===== src/rtl/encoder_8to3_queued_pkg.sv =====
// Shared types and constants for the queued 8-to-3 priority encoder.
// Holds the delivery FSM states and the request/code widths.
package encoder_8to3_queued_pkg;

    localparam int unsigned NUM_REQ = 8;
    localparam int unsigned CODE_W  = 3;

    typedef enum logic {
        StIdle = 1'b0,
        StHold = 1'b1
    } state_e;

    // Expands a code back into the single pending bit it refers to.
    function automatic logic [NUM_REQ-1:0] code_to_mask(input logic [CODE_W-1:0] code);
        logic [NUM_REQ-1:0] mask;
        mask = '0;
        mask[code] = 1'b1;
        return mask;
    endfunction

endpackage


===== src/rtl/encoder_8to3_queued_prio_enc8.sv =====
// Combinational 8-input priority encoder; bit 7 has the highest priority.
// Produces the index of the highest set bit and a flag that any bit is set.
module prio_enc8
    import encoder_8to3_queued_pkg::*;
(
    input  logic [NUM_REQ-1:0] p,
    output logic [CODE_W-1:0]  idx,
    output logic               any
);

    always_comb begin
        idx = '0;
        any = |p;
        // Ascending scan so the highest set bit is the last one written.
        for (int unsigned k = 0; k < NUM_REQ; k++) begin
            if (p[k]) begin
                idx = CODE_W'(k);
            end
        end
    end

endmodule


===== src/rtl/encoder_8to3_queued.sv =====
// Queued 8-to-3 encoder: active-low requests are latched into a pending register
// and delivered highest-first, one registered code per accepted cycle.
module encoder_8to3_queued
    import encoder_8to3_queued_pkg::*;
(
    input  logic clk,
    input  logic rst,
    input  logic en,
    input  logic Y7,
    input  logic Y6,
    input  logic Y5,
    input  logic Y4,
    input  logic Y3,
    input  logic Y2,
    input  logic Y1,
    input  logic Y0,
    input  logic ready,
    output logic A,
    output logic B,
    output logic C,
    output logic valid,
    output logic pend_any,
    output logic ovf
);

    state_e              state_q, state_d;
    logic [NUM_REQ-1:0]  pend_q, pend_d;
    logic [CODE_W-1:0]   code_q, code_d;
    logic                ovf_q, ovf_d;

    logic [NUM_REQ-1:0]  req_low;
    logic [NUM_REQ-1:0]  cap_mask;
    logic [NUM_REQ-1:0]  clr_mask;
    logic [CODE_W-1:0]   sel_idx;
    logic                sel_any;
    logic                take;

    assign req_low  = ~{Y7, Y6, Y5, Y4, Y3, Y2, Y1, Y0};
    assign cap_mask = en ? req_low : '0;

    // Selection only ever sees the registered pending bits.
    prio_enc8 u_prio_enc8 (
        .p   (pend_q),
        .idx (sel_idx),
        .any (sel_any)
    );

    always_comb begin
        state_d = state_q;
        code_d  = code_q;
        take    = 1'b0;
        unique case (state_q)
            StIdle: begin
                if (sel_any) begin
                    take    = 1'b1;
                    code_d  = sel_idx;
                    state_d = StHold;
                end
            end
            StHold: begin
                if (ready) begin
                    if (sel_any) begin
                        take   = 1'b1;
                        code_d = sel_idx;
                    end else begin
                        state_d = StIdle;
                    end
                end
            end
            default: state_d = StIdle;
        endcase
    end

    always_comb begin
        clr_mask = take ? code_to_mask(sel_idx) : '0;
        // A fresh capture on a bit being cleared re-pends it rather than losing it.
        pend_d   = (pend_q & ~clr_mask) | cap_mask;
        ovf_d    = ovf_q | (|(cap_mask & pend_q & ~clr_mask));
    end

    always_ff @(posedge clk) begin
        if (rst) begin
            state_q <= StIdle;
            pend_q  <= '0;
            code_q  <= '0;
            ovf_q   <= 1'b0;
        end else begin
            state_q <= state_d;
            pend_q  <= pend_d;
            code_q  <= code_d;
            ovf_q   <= ovf_d;
        end
    end

    assign {A, B, C} = code_q;
    assign valid     = (state_q == StHold);
    assign pend_any  = |pend_q;
    assign ovf       = ovf_q;

endmodule

===== config.mk =====
export PLATFORM = sky130hd
export DESIGN_NAME = encoder_8to3_queued
export DESIGN_NICKNAME = d
export VERILOG_FILES = /design/src/rtl/encoder_8to3_queued_pkg.sv /design/src/rtl/encoder_8to3_queued_prio_enc8.sv /design/src/rtl/encoder_8to3_queued.sv
export SDC_FILE = /design/constraint.sdc
export NUM_CORES = 1
export LEC_CHECK = 0
export BUFFER_PORTS_ARGS = -buffer_cell sky130_fd_sc_hd__clkbuf_2
export CORE_MARGIN = 4
export CORE_UTILIZATION = 30
export CTS_CLUSTER_DIAMETER = 40
export CTS_CLUSTER_SIZE = 28
export DETAILED_ROUTE_END_ITERATION = 7
export GPL_ROUTABILITY_DRIVEN = 0
export PLACE_DENSITY = 0.49
export REMOVE_ABC_BUFFERS = 1
export SYNTH_ARGS = -nofsm -noshare
export SYNTH_HDL_FRONTEND = slang
export SYNTH_SLANG_ARGS = --single-unit

===== constraint.sdc =====
create_clock -name clk -period 2.1 [get_ports clk]
set_input_delay 0.315 -clock clk [delete_from_list [all_inputs] [get_ports clk]]
set_output_delay 0.315 -clock clk [all_outputs]
set_load 0.03 [all_outputs]

==> results by group <==
Timing
  • Final Hold Fails: 0
  • Setup ws final: around 0.31 ns
  • Fmax: 560 MHz
  • Final Critical Period: about 1.8 ns
  • Slew HR: 0.726
  • Slew Limit Fails: 0
  • Worst Skew: 0.00219 ns
  • RSZ-0062 raised after global routing: no
  • Worst Tran Pin Value: 0.406 ns
  • Final Cycle Share: 0.851
  • Setup Viol. Count Final: 0
  • Fin Setup TNS: 0 ns

Synth
  • Post-synth top area share: 0.390
  • Yosys top cell by area: dfxtp_1
  • Post-synth EDFFs: 0
  • Seq/Total Area, Yosys: 0.390
  • Avg Synthesized Cell Area: approximately 8.2 um2
  • Yosys cell types: 31
  • Post-synth ARST share: 0
  • Top_reg_cell synth: dfxtp_1
  • Syn Inst Count: 81
  • Yosys warning count: 0
  • Post-Synthesis Cell Area: roughly 670 um2
  • Flop and latch count out of synthesis: 13
  • Dominant cells by area after synthesis: dfxtp_1 39%, a21oi_1 7.5%, nand2b_1 6.6%, nor2_1 4.5%, inv_1 3.9%

Worst hold path
  • Worst min-delay path class: input port to register
  • Min-delay src: Y6

Critical path
  • CP Launch Type: register
  • Crit. End Element: output pin
  • FF-to-FF Start: pend_q[7]$_SDFF_PP0_
  • Worst path required time: about 1.8 ns
  • Crit-path slowest cell: dfxtp_1
  • Slowest stage delay, CP: 0.39 ns
  • WP buf/inv: 2
  • CP startpoint: pend_q[7]$_SDFF_PP0_
  • WP data arrival: 1.47 ns
  • Crit-path max FO: 7
  • Setup Crit Path Kind: register to output pin
  • Crit path max-delay family: simple AND/OR/NAND/NOR gates
  • Cells along the critical path: nor4_4, and2_4, inv_1, clkbuf_2

Global route
  • First-pass GRT wire length: ~2.6 mm
  • GRT Resource Usage Total: 0.122
  • GRT overflow: 0
  • Antenna violations before repair: 0
  • Vias in the first global route: ~600
  • Largest net degree at the start of global routing: 14

Pwr
  • Pwr/cell area: ~740 mW/mm2
  • Maximum vdd ir drop: ~0.36 mV
  • Flop pwr share: 0.484
  • Final Power: approximately 600 uW
  • Switching share of power: 0.324
  • Clock network fraction of total power: 0.258
  • Logic pwr share: 0.258
  • Leakage: 0.332 nW
  • Internal Dissipation: ~400 uW
  • Net Sw Power: 194 uW

Cells and area
  • Area growth syn-to-layout: 21.2%
  • Register area: approximately 260 um2
  • Final nets: between 100 and 150
  • Final Util: 0.396
  • Share of layout cells above drive strength 1: 0.257
  • ANT cells: 0
  • Area of the multi-input gates: around 380 um2
  • Layout Cells excl Fill: approximately 130
  • Number of fill cells in the layout: roughly 220

Die
  • Row count: 16
  • # IOs: 18
  • Chip Width: around 55 um
  • Effective utilization at floorplan: 0.327
  • Die Span Y: between 50 and 60 um
  • CORE AREA: a little over 0.002 mm2
  • Area of the die: 0.00305 mm2

CTS
  • H-tree depth: 1
  • Insertion delay to the later sink of the worst-skew pair: approximately 0.27 ns
  • Post-CTS setup buffer count: 0
  • Number of gates resized after cts: 0
  • Max Root-Sink Buffers: 2
  • Cts hold-fix bufs: 0
  • CTS tree: yes
  • CTS Buf Count: 3
  • Clock Tree Root: clkbuf_4
  • Worst-path clk slew: around 0.080 ns
  • Clk sinks: 13

Routing
  • Vias: about 640
  • Residual DRC count: 0
  • ANT nets after route: 0
  • Iteration-0 DRC Markers: 16
  • Via density: around 5
  • Wire per inst: roughly 12 um
  • DRT Pass-1 Iters: 4
  • Routed WL: approximately 1.5 mm

Placement
  • Placed Cells incl. Taps: 124
  • Place WS: roughly 0.53 ns
  • HPWL Detailed: 1.21 mm
  • IO buf count: 17

Outcome
  • Status: complete, no violations

Run
  • Max Cap Viol: 0
## cell families (layout without fill, tap and decap cells)
family	Yosys count	after routing	synth area share
flops	13	13	0.390
simple gates	33	33	0.294
buf+inv	8	28	0.0449
compound gates	27	27	0.272
## cell usage after synthesis, drive strengths merged (2+ instances only)
cell	number
nor2b	3
nor3	2
o22ai	2
o31ai	3
nand2	4
and2	2
nor2	9
o21ai	3
nand2b	7
nor4	2
a21oi	11
dfxtp	13
inv	7
## final timing paths
kind,end,slack (ns),cells after the start
max,pend_any,0.31,4
min,pend_q[6]$_SDFF_PP0_,0.32,3
max reg2reg,ovf$_SDFF_PP0_,0.60,5
min reg2reg,code_q[2]$_SDFFE_PP0P_,0.48,2
## final cells by class
type,instances,share of cell area
Tap cell,27,0.0417
Clock buffer,4,0.0325
Timing Repair Buffer,17,0.105
Sequential cell,13,0.321
Multi-Input combinational cell,60,0.467
Inverter,7,0.0325
## through the flow
stage,hold slack (ns),cell area (um2)
final,0.319,810
after global routing,0.325,810
after CTS,0.307,810
after detailed placement,0.474,783
after global placement,0.467,783
after floorplan,0.384,664
## tightest hold or removal path: cells and delay by family
kind | cells | cell delay (ns)
AO/OA/AOI/OAI | 1 | 0.06
buffers and inverters | 1 | 0.09
AND/OR/NAND/NOR | 1 | 0.09
## power groups by stage
stage / clock (mW) / sequential, mW / combinational (mW)
floorplan: 0 / 0.317 / 0.0852
global placement: 0 / 0.295 / 0.155
detailed placement: 0 / 0.296 / 0.155
CTS: 0.164 / 0.290 / 0.156
global route: 0.173 / 0.293 / 0.172
finish: 0.154 / 0.289 / 0.154
## per-layer routing
| layer | GRT usage | vias to the layer above | part of all wire |
|---|---|---|---|
| met2 | 0.187 | 19 | 0.45 |
| met1 | 0.149 | 289 | 0.48 |
| met3 | 0.0509 | 2 | 0.063 |
| met5 | 0 | - | 0 |
| li1 | - | 334 | - |
| met4 | 0.0486 | 0 | 0.0046 |
## flip-flops by register name, indices dropped and copies added, names as in the netlist
name / cells
valid: 1
ovf: 1
pend_q: 8
code_q: 3
## cell usage in the layout (no fill, tap or decap), types with 2 or more instances in the layout
| cell type | instances |
|---|---|
| o21ai_0 | 2 |
| dfxtp_1 | 13 |
| clkbuf_2 | 17 |
| inv_1 | 7 |
| nor2b_1 | 3 |
| clkbuf_4 | 3 |
| nor2_1 | 8 |
| nand2_1 | 4 |
| nor3_1 | 2 |
| nand2b_1 | 7 |
| o31ai_1 | 3 |
| o22ai_1 | 2 |
| a21oi_1 | 10 |
(Power assumes the default switching activity.)
